## src/rtl/n_clic.sv

```systemverilog
// Nested-priority interrupt arbiter: a comparison tree picks the most urgent
// pending+enabled source each cycle; winner index/priority are registered.
module n_clic #(
    parameter type IntIndex    = logic [2:0],
    parameter type IntPriority = logic [1:0]
) (
    input  logic       clk,
    input  logic       reset,
    input  IntPriority i_priorities [2**$bits(IntIndex)],
    input  logic       i_pendings   [2**$bits(IntIndex)],
    input  logic       i_enables    [2**$bits(IntIndex)],
    input  logic       i_global_ie,
    output logic       o_int,
    output IntIndex    o_idx,
    output IntPriority o_prio
);
    localparam int IdxW = $bits(IntIndex);
    localparam int N    = 2**IdxW;

    // Heap-ordered tree: node k has children 2k and 2k+1, leaf i sits at N+i,
    // node 1 is the root. Invalid nodes always carry prio=0, idx=0.
    logic       node_valid [1:2*N-1];
    IntPriority node_prio  [1:2*N-1];
    IntIndex    node_idx   [1:2*N-1];

    logic       int_d, int_q;
    IntIndex    idx_d, idx_q;
    IntPriority prio_d, prio_q;

    for (genvar gi = 0; gi < N; gi++) begin : g_leaf
        assign node_valid[N+gi] = i_pendings[gi] & i_enables[gi];
        assign node_prio[N+gi]  = node_valid[N+gi] ? i_priorities[gi] : '0;
        assign node_idx[N+gi]   = node_valid[N+gi] ? IntIndex'(gi) : '0;
    end

    for (genvar gi = 1; gi < N; gi++) begin : g_node
        logic take_right;
        // Right child only wins on strictly higher priority, so ties favour
        // the lower index on the left.
        assign take_right = node_valid[2*gi+1] &
                            (~node_valid[2*gi] | (node_prio[2*gi+1] > node_prio[2*gi]));
        assign node_valid[gi] = node_valid[2*gi] | node_valid[2*gi+1];
        assign node_prio[gi]  = take_right ? node_prio[2*gi+1] : node_prio[2*gi];
        assign node_idx[gi]   = take_right ? node_idx[2*gi+1]  : node_idx[2*gi];
    end

    always_comb begin
        int_d  = node_valid[1] & i_global_ie;
        idx_d  = node_idx[1];
        prio_d = node_prio[1];
    end

    always_ff @(posedge clk or posedge reset) begin
        if (reset) begin
            int_q  <= 1'b0;
            idx_q  <= '0;
            prio_q <= '0;
        end else begin
            int_q  <= int_d;
            idx_q  <= idx_d;
            prio_q <= prio_d;
        end
    end

    assign o_int  = int_q;
    assign o_idx  = idx_q;
    assign o_prio = prio_q;
endmodule

```

## config.mk

```make
export PLATFORM = sky130hd
export DESIGN_NAME = n_clic
export DESIGN_NICKNAME = d
export VERILOG_FILES = /design/src/rtl/n_clic.sv
export SDC_FILE = /design/constraint.sdc
export NUM_CORES = 1
export LEC_CHECK = 0
export ABC_CLOCK_PERIOD_IN_PS = 800
export CAP_MARGIN = 10
export CELL_PAD_IN_SITES_DETAIL_PLACEMENT = 0
export CELL_PAD_IN_SITES_GLOBAL_PLACEMENT = 2
export CORE_MARGIN = 2
export CORE_UTILIZATION = 20
export DETAILED_ROUTE_END_ITERATION = 10
export PLACE_DENSITY = 0.72
export SLEW_MARGIN = 20
export SYNTH_ARGS = -nofsm -noshare
export SYNTH_HDL_FRONTEND = slang
export SYNTH_SLANG_ARGS = --single-unit
```

## constraint.sdc

```tcl
create_clock -name clk -period 0.8 [get_ports clk]
set_input_delay 0.12 -clock clk [delete_from_list [all_inputs] [get_ports clk]]
set_output_delay 0.12 -clock clk [all_outputs]
set_load 0.005 [all_outputs]
```

### Word level (Yosys, flattened, before mapping)

Index checks and enable logic that the tools add are counted.

* output and inout port bits: 6
* register bits: 6
* logic and storage cells: 76
* input port bits: 35

* muxes and demuxes: 29
* magnitude comparators: 7
* bitwise logic cells: 37

Operators with widths (number)
* 2-to-1 mux 2 bit: 18
* 2-to-1 mux 3 bit: 9
* bitwise AND 1 bit: 16
* greater-than comparator 2 bit: 7
* bitwise OR 1 bit: 14
* NOT 1 bit: 7
* 2-to-1 mux 1 bit: 2

### Depth between registers and ports, before layout

* depth after elaboration: 14
* mapped depth: 20

### Worst setup path before layout

No wires, ideal clock.

* kind: in2reg
* start: input port i_priorities[5] in the netlist's numbering
* end: register idx_q, in the netlist o_idx[1]
* path buffers: 0
* stages on the path: 19
* data required time: 0.672 ns
* setup time: 0.128 ns
* path slack: -2.705 ns
* arrival time: 3.377 ns
* cells stage by stage: and3_1 ha_1 nor2b_1 o21ai_1 a31oi_1 a22o_1 inv_1 ha_1 nor2b_1 a2bb2oi_1 a21oi_1 a21oi_2 mux2i_1 inv_1 ha_1 nor2b_1 o21ai_0 a21boi_4 mux2_1

RTL lines
* start: declaration: RTL line 9 `input IntPriority i_priorities [2**$bits(IntIndex)],`
* end signal: assignment: RTL line 60 `idx_q <= idx_d;`
* end: declaration: RTL line 27 `IntIndex idx_d, idx_q;`

==> implementation parameters <==
Parameter                              Value

Yosys
  Ranking of synthesized cells by area    sky130_fd_sc_hd__ha_1, sky130_fd_sc_hd__dfrtp_1, sky130_fd_sc_hd__mux2i_1, sky130_fd_sc_hd__nand2_1, sky130_fd_sc_hd__nand3_1
  Count of mapped cells out of synthesis    112
  Proportion of synthesized flip-flops having asynchronous set or reset    100.0%
  Most frequent cells after synthesis    sky130_fd_sc_hd__nand2_1, sky130_fd_sc_hd__ha_1, sky130_fd_sc_hd__nand3_1, sky130_fd_sc_hd__inv_1
  Number of library cell types mapped by synthesis    31
  Cell taking the most area after synthesis    sky130_fd_sc_hd__ha_1
  Cell area after synthesis    928.4 sq um
  Proportion of synthesized chip area in sequential cells    16.17%
  Net count of the mapped netlist    161
  Dominant register cell in the synthesized netlist    sky130_fd_sc_hd__dfrtp_1
  YS warnings    0
  Number of synthesized register bits    6
  Top-area cell type share of the netlist area    18.87%
  Post-synthesis area per instance    8.289 sq um
  Most common cell in the netlist    sky130_fd_sc_hd__nand2_1
  Post-synth EDFFs    0

Power and ir drop
  Total design power    2.395 mW
  Worst-case vdd ir drop    394.1 uV
  Proportion of power drawn by flip-flops and latches    15.7%
  Static leakage power    1.098 nW
  Switching share of total power    32.38%
  Part of the power in combinational logic    65.8%
  Clock share of power    18.5%
  Power density normalized to cell area    1057 nW/um^2
  Switching Power    0.7754 mW
  Internal power    1.620 mW

CTS
  Cell at the root of the clock tree    sky130_fd_sc_hd__clkbuf_8
  Clock tree from TritonCTS    done
  CTS Hold Bufs    0
  Maximum level of the CTS H-tree    1
  Clock transition time at the flip-flop clock pins of the worst setup and hold paths    30 ps
  # clock sinks    6
  Buffer levels on the longest clock path    2
  Number of clock buffers inserted by TritonCTS    3

Timing
  Final setup violation count    12
  Count of final max-slew check failures    0
  Worst Max-Slew Pin Slew    303.6 ps
  Crit share post-route    421.0%
  Smallest hold slack    120.0 ps
  Headroom to the max-slew limit    79.18%
  Final Hold Viols    0
  Total negative slack for setup checks    -12830 ps
  RSZ-0062 raised after global routing    yes
  Worst setup slack after layout    -2568 ps
  Final worst path period need    3368 ps
  Maximum operating frequency    0.2969 GHz

Worst setup path
  Type of origin of the critical path    input pin
  Crit-path max cell delay    310 ps
  Data required, critical path    900 ps
  Worst path arrival time    3470 ps
  Most repeated library cell on the critical path    sky130_fd_sc_hd__nor2b_4
  Sort of element at the end of the critical path    register
  Buffers plus inverters on the worst setup path    2
  Cell with the largest stage delay on the worst path    sky130_fd_sc_hd__mux2_4
  Critical path type    in2reg
  Critical path's top delay family    compound AO/OA/AOI/OAI gates
  Cell-by-cell listing of the critical path    buf_6 > and3_4 > ha_4 > nor2b_4 > o2111ai_2 > nor2b_4 > a22o_4 > ha_4 > nor2b_4 > a2bb2oi_2 > a21oi_2 > a21oi_2 > mux2i_1 > inv_1 > ha_4 > nor2b_4 > o21ai_2 > a21boi_4 > mux2_4
  Maximum fanout along the worst path    4

Cells and area
  End-of-flow core utilization    51.33%
  Share of final-layout standard cells stronger than drive strength 1    74.89%
  Post-route cell area    2266 sq um
  Non-filler cells, final    275
  Antenna cells    0
  Synth-to-Final Area Change    144.1%
  Layout net count    274

Placed design
  Placement-stage cell area    1794 sq um
  Count of buffers from port buffering    40
  Cell total after placement    254
  Dpl hpwl    2.406 mm
  Worst slack after detailed placement    -3300 ps
  RePlAce Congestion    0.8666

Detailed routing
  Mean number of vias per cell    4.691
  Number of optimization iterations in the first detailed-route pass    4
  Routed wirelength normalized by instance count    13.07 um
  Residual DRC count    0
  Routed wire length    3.593 mm
  Vias after detailed routing    1290
  DRC marker count from the first detailed-route iteration    17
  Antenna-violating nets left    0

Status
  Status    complete, but fails checks
  Failing checks    setup timing

Global routing
  Largest net degree at the start of global routing    7
  Vias in the first global route    1430
  Antenna violations before repair    0
  First-pass GRT wire length    5.947 mm
  Overall overflow remaining after global route    0
  Overall fraction of global-route tracks in use    14.10%

Floorplanning
  Initial core utilization    21.03%
  Num rows    24
  Area of the core    4414 sq um
  Vertical die dimension    72.13 um
  X dimension of the die    72.13 um
  Die Outline Area    5203 sq um
  Number of I/O pins    41

Worst hold path
  Class of the tightest hold or removal check    in2async

Run
  Max-capacitance violation count    0
layout make-up:
type | count | area [sq um]
fillers | 400 | 2148
multi-input cells | 97 | 1141
repair buffers | 108 | 834.6
flip-flops and latches | 6 | 150.1
well taps | 52 | 65.06
clock buffers | 3 | 41.29
inverters | 9 | 33.78
power groups by stage:
| stage | registers, mW | logic (mW) | clock network (mW) |
|---|---|---|---|
| 2_1_floorplan | 0.393 | 0.471 | 0 |
| 3_3_place_gp | 0.382 | 1.14 | 0 |
| 3_5_place_dp | 0.385 | 1.17 | 0 |
| 4_1_cts | 0.378 | 1.43 | 0.456 |
| 5_1_grt | 0.384 | 1.71 | 0.465 |
| 6_report | 0.377 | 1.58 | 0.442 |
worst max-delay path by stage:
stage | end | depth (start not counted) | startpoint | slack, ps
after global routing | o_prio[1] | 21 | i_priorities[1] | -2760
after global placement | o_idx[1] | 19 | i_pendings[0] | -3240
after floorplan | o_idx[1] | 18 | i_priorities[1] | -2590
after CTS | o_idx[1] | 19 | i_enables[0] | -2540
after detailed placement | o_idx[1] | 19 | i_pendings[1] | -3300
final | o_idx[1] | 19 | i_enables[0] | -2570
per-layer routing:
metal | vias up | GRT usage [%] | share of wire, %
met2 | 37 | 26.50 | 54
met1 | 603 | 15.12 | 39
li1 | 638 | - | -
met3 | 12 | 0.9722 | 3.9
met5 | - | 0 | 0
met4 | 0 | 8.805 | 3.0
placed cells by master (no fill, tap or decap), types with 2 or more instances in the layout:
master                            netlist  final
sky130_fd_sc_hd__clkbuf_2               0      2
sky130_fd_sc_hd__inv_1                  9      5
sky130_fd_sc_hd__a22o_1                 6      5
sky130_fd_sc_hd__dfrtp_1                6      6
sky130_fd_sc_hd__nand3_2                1      6
sky130_fd_sc_hd__o21ai_2                1      3
sky130_fd_sc_hd__buf_6                  0     13
sky130_fd_sc_hd__nor2_1                 3      2
sky130_fd_sc_hd__buf_4                  0     59
sky130_fd_sc_hd__clkbuf_8               0      3
sky130_fd_sc_hd__o21ai_0                5      2
sky130_fd_sc_hd__inv_2                  0      4
sky130_fd_sc_hd__nand3_4                0      2
sky130_fd_sc_hd__a21oi_2                2      3
sky130_fd_sc_hd__o2111ai_2              0      2
sky130_fd_sc_hd__clkdlybuf4s50_1        0      2
sky130_fd_sc_hd__ha_4                   0     10
sky130_fd_sc_hd__dlygate4sd2_1          0      5
sky130_fd_sc_hd__mux2i_1                7      6
sky130_fd_sc_hd__ha_2                   0      3
sky130_fd_sc_hd__nand3_1               11      4
sky130_fd_sc_hd__nor2b_4                1      8
sky130_fd_sc_hd__o21ai_4                0      2
sky130_fd_sc_hd__nand2_2                1      5
sky130_fd_sc_hd__and3_4                 0      7
sky130_fd_sc_hd__buf_2                  0     21
sky130_fd_sc_hd__clkdlybuf4s15_1        0      4
sky130_fd_sc_hd__mux2_4                 1      2
sky130_fd_sc_hd__nand2_1               15     11
cell families (layout without fill, tap and decap cells):
group           count (synthesis)  after routing  share of synthesized area, %
compound gates                 26             26                         23.72
simple gates                   48             48                         27.22
buf+inv                         9            120                         3.639
mux                             9              9                         10.38
flops                           6              6                         16.17
fa+ha+maj                      14             14                         18.87
registers in the layout (all words and copies together) (netlist names):
name	count
o_idx	3
o_int	1
o_prio	2
what timing repair did:
| item | 4_1_cts | 5_1_grt |
|---|---|---|
| hold endpoints to repair | 0 | 0 |
| setup endpoints to repair | 12 | 12 |
| buffers inserted | 17 | 2 |
| pin swaps | 47 | 21 |
| resized for setup | 186 | 25 |
No activity file was read; power rests on OpenSTA's default activity.
==> RTL change 1, RTL diff (same flow settings) <==
Register the output `o_prio` once more, without a reset; this adds one clock of latency there. The other outputs are not delayed to match.
--- a/src/rtl/n_clic.sv
+++ b/src/rtl/n_clic.sv
@@ -66,3 +66,5 @@
     assign o_idx  = idx_q;
-    assign o_prio = prio_q;
+    always_ff @(posedge clk) begin
+        o_prio <= prio_q;
+    end
 endmodule
Function: changed (a bounded check fails within 4 cycles, from zero or initial values and one cycle with reset high).
==> RTL change 1 against the original RTL <==
  * The run still ends with setup timing left
  * First-iteration DRC count decreased by 35%
  * Wire length grew 4.5%
  * Power grew 11%
  * Highest routed layer unchanged
  * Clock power up 6.1%
  * Count of clock-buffer cells in the layout did not move
  * Largest cell class unchanged
  * Setup slack improved by 0.046 ns
  * Sequential power increased by 33%
  * Sequential cell count rose by 2
  * Combinational power up 8%
  * Area after synthesis grew 4.3%
  * Synthesized cell count increased by 1.8%
  * Design area grew 6.9%
==> RTL change 1: results <==
grt:
  grt_pass1_wl_mm: 6.08
  grt_pass1_vias: 1452
  antenna_found_initial: 0
  track_usage: 0.141
setup_path:
  critical_path_class: "in2reg"
  slowest_delay_ns: 0.32
  worst-r2r-setup-slack_ns: 0.34
  cp-endpoint: "o_idx[1]"
  slowest_stage: "mux2_4"
  path_max_fanout: 3
  critPathArrivalTime_ns: 3.43
finish:
  antenna_cells: 0
  drive_above_1_share: 0.757
  largest_reg_flops: 3
  fill_cells: 434
  nNetsFinal: 294
synth:
  synthesis.nets: 163
  synthFlopType: "dfrtp_1"
  synthAdderAreaFrac: 0.181
  netlist_top_cells_area: "ha_1 18%, dfrtp_1 16%, mux2i_1 7.2%"
  synth.distinct_cells: 32
  synth_common_cells: "15 x nand2_1, 14 x ha_1, 11 x nand3_1"
  ys_seq_area_frac: 0.196
  synth_mux_area_frac: 0.0995
  synth_compound_area_frac: 0.227
  async_flop_share: 0.750
run_status:
  status: "finished with violations"
  violations: "setup timing"
drt:
  drt-total-wl_mm: 3.76
  via_count: 1341
  dr.pass1.iters: 2
  drt_iter0_drc: 11
clock_network:
  root_buffer: "clkbuf_8"
  cts_made_buffers: 3
placement:
  place_congestion: 0.734
  place_area_sq_mm: 0.00189
  dp_hpwl_mm: 2.54
power_and_ir_drop:
  p_sw_w: 0.000827
  vdd.ir_drop.worst_v: 0.000455
  leakagePower_nw: 1.20
hold_path:
  hold_class: "in2async"
timing:
  setup_ws_ns: -2.52
  tightest_slew_ns: 0.277
  setup-violations-final: 10
[RTL change 1: worst min-delay path by stage]
stage | start | endpoint | slack, ns
2_1_floorplan | reset | o_idx[0] | -0.09
5_1_grt | reset | o_idx[0] | 0.15
6_report | reset | prio_q[1] | 0.11
3_3_place_gp | prio_q[0] | o_prio[0] | 0.33
4_1_cts | reset | prio_q[1] | 0.12
3_5_place_dp | prio_q[1] | o_prio[1] | 0.33
[RTL change 1: logic make-up (layout without fill, tap and decap cells)]
group                      count (synthesis)  after routing
adders and majority gates                 14             14
DFF                                        8              8
buffers and inverters                      9            138
AOI/OAI and AO/OA                         26             26
muxes                                      9              9
and+or+nand+nor                           48             48
[RTL change 1: layout make-up]
type                            count  share of cell area
Sequential cell                     8              0.0785
Timing Repair Buffer              126               0.400
Tap cell                           54              0.0279
Clock buffer                        3              0.0170
Inverter                            9              0.0139
Multi-Input combinational cell     97               0.463
[RTL change 1: per-stage QoR]
stage	cells	total power (W)	TNS (ns)	setup WS [ns]	util
finish	297	0.00267	-12.64	-2.52	0.516
global route	297	0.00285	-13.67	-2.70	0.516
CTS	295	0.00254	-12.33	-2.47	0.495
detailed placement	265	0.00170	-17.58	-3.26	0.403
global placement	265	0.00168	-16.96	-3.14	0.403
floorplan	114	0.000990	-12.19	-2.59	-
[RTL change 1: what timing repair did]
action | 4_1_cts | 5_1_grt
pin swaps | 46 | 10
setup buffers | 28 | 2
setup endpoints to repair | 12 | 10
gates cloned | 0 | 0
hold buffers | 0 | 0
resized for setup | 196 | 18
[RTL change 1: routing by layer]
metal,vias to the layer above,global-route usage,share of wire
met3,4,0.00960,0.021
met4,0,0.0364,0.0083
li1,683,-,-
met1,636,0.152,0.40
met2,18,0.289,0.57
met5,-,0,0
[RTL change 1: power by group through the flow]
stage | registers (W) | clock network [W] | logic, W
2_1_floorplan | 0.000519 | 0 | 0.000471
3_3_place_gp | 0.000511 | 0 | 0.00116
3_5_place_dp | 0.000510 | 0 | 0.00119
4_1_cts | 0.000501 | 0.000481 | 0.00156
5_1_grt | 0.000507 | 0.000500 | 0.00184
6_report | 0.000500 | 0.000469 | 0.00170
==> RTL change 2, RTL diff (same flow settings) <==
Without the edit above. The output `o_int` loses its register stage (`int_q` becomes a continuous assignment).
--- a/src/rtl/n_clic.sv
+++ b/src/rtl/n_clic.sv
@@ -54,3 +54,2 @@
         if (reset) begin
-            int_q  <= 1'b0;
             idx_q  <= '0;
@@ -58,3 +57,2 @@
         end else begin
-            int_q  <= int_d;
             idx_q  <= idx_d;
@@ -63,2 +61,4 @@
     end
+
+    assign int_q = int_d;
 
Formal check against the unedited RTL: not equivalent (Yosys sat finds a counterexample within 4 cycles, from zero or initial values and one cycle with reset high).
==> RTL change 2 against the original RTL <==
  * The flow still finishes with violations (setup timing)
  * Non-clock buffer count unchanged
  * Setup slack improved by 0.046 ns
  * Wire length increased by 0.36%
  * Area after synthesis decreased by 2.7%
  * Power decreased by 1.6%
  * Sequential cell count decreased by 1
  * Design area decreased by 0.88%
  * Fmax increased by 1.4%
  * Synthesized cell count decreased by 0.89%
  * Final cell count unchanged
  * Count of clock-buffer cells in the layout increased by 1
==> RTL change 2: results <==
run_status:
  status: "finished with violations"
  violations: "setup timing"
drt:
  via_count: 1257
  met2_length_mm: 1.99
  drt_iter0_drc: 10
  drt-total-wl_mm: 3.61
  m1WireLength_mm: 1.43
  wl_met3_microns: 169
  via_per_inst: 4.57
placement:
  dp_hpwl_mm: 2.56
  place_inst: 253
  place_ws_ns: -3.26
  place_congestion: 0.843
synth:
  ys_warn_count: 0
  synthesis.nets: 160
  netlist_top_cells_area: "ha_1 19%, dfrtp_1 14%, mux2i_1 7.8%"
  ys_seq_area_frac: 0.139
  async_flop_share: 1.00
  synth_cells: 111
finish:
  drive_above_1_share: 0.744
  fill_cells: 383
  largest_reg_flops: 3
  nNetsFinal: 273
grt:
  track_usage: 0.137
  grt_max_degree: 6
  grtUsageMet2: 0.264
  grt_pass1_vias: 1335
  grt_pass1_wl_mm: 5.70
  grtUsageMet1: 0.157
  groute.layer.met3.usage: 0.0214
clock_network:
  clkTransAtPathRegs_ns: 0.04
  ctsHtreeMaxLevel: 1
timing:
  setup_ws_ns: -2.52
  tightest_slew_ns: 0.294
  hold_violations: 0
  final.setup.tns_ns: -12.94
  finalMaxSlewViolations: 0
  setup-violations-final: 11
floorplan:
  die_x_microns: 71.2
  rows: 24
power_and_ir_drop:
  vdd.ir_drop.worst_v: 0.000338
  p_int_w: 0.00159
  p_comb_frac: 0.663
  leakagePower_nw: 1.09
  p_clk_frac: 0.199
  p_clk_w: 0.000469
setup_path:
  critPathArrivalTime_ns: 3.43
==> RTL change 2: cell count changes after synthesis, sizes merged <==
cell and delta:
dfrtp -1
==> RTL change 2: layout make-up <==
cell class | instances | area share
inverter | 9 | 0.0150
multi-input combinational | 97 | 0.508
tap | 52 | 0.0290
timing repair buffer | 108 | 0.372
sequential | 5 | 0.0557
clock buffer | 4 | 0.0201
==> RTL change 2: kinds of logic after synthesis <==
| family | count (synthesis) | share of synthesized area |
|---|---|---|
| AOI/OAI and AO/OA | 26 | 0.244 |
| adders and majority gates | 14 | 0.194 |
| buffers and inverters | 9 | 0.0374 |
| DFF | 5 | 0.139 |
| muxes | 9 | 0.107 |
| and+or+nand+nor | 48 | 0.280 |
==> RTL change 2: critical path, delay by kind of cell <==
family,cells,cell delay [ns]
buffers and inverters,3,0.29
AOI/OAI and AO/OA,6,0.95
and+or+nand+nor,5,0.65
adders and majority gates,3,0.84
muxes,2,0.58
==> RTL change 2: path summary, 6_finish.rpt <==
| kind | start | end | slack (ns) | cells past startpoint |
|---|---|---|---|---|
| worst min-delay path | reset | o_idx[0] | 0.1 | 2 |
| min in group clk | i_enables[0] | o_idx[1] | 0.63 | 6 |
| worst max-delay path | i_enables[6] | o_idx[1] | -2.52 | 19 |
| max in group asynchronous | reset | o_idx[2] | 0.53 | 2 |
==> RTL change 2: per-stage QoR <==
stage / area [sq um] / utilization
CTS: 2150 / 0.495
global route: 2250 / 0.516
finish: 2250 / 0.516
global placement: 1770 / 0.406
detailed placement: 1770 / 0.406
floorplan: 928 / -
==> RTL change 2: repair_timing <==
item	4_1_cts	5_1_grt
resized for setup	197	12
pin swaps	49	8
setup endpoints to repair	11	11
buffers inserted	15	4
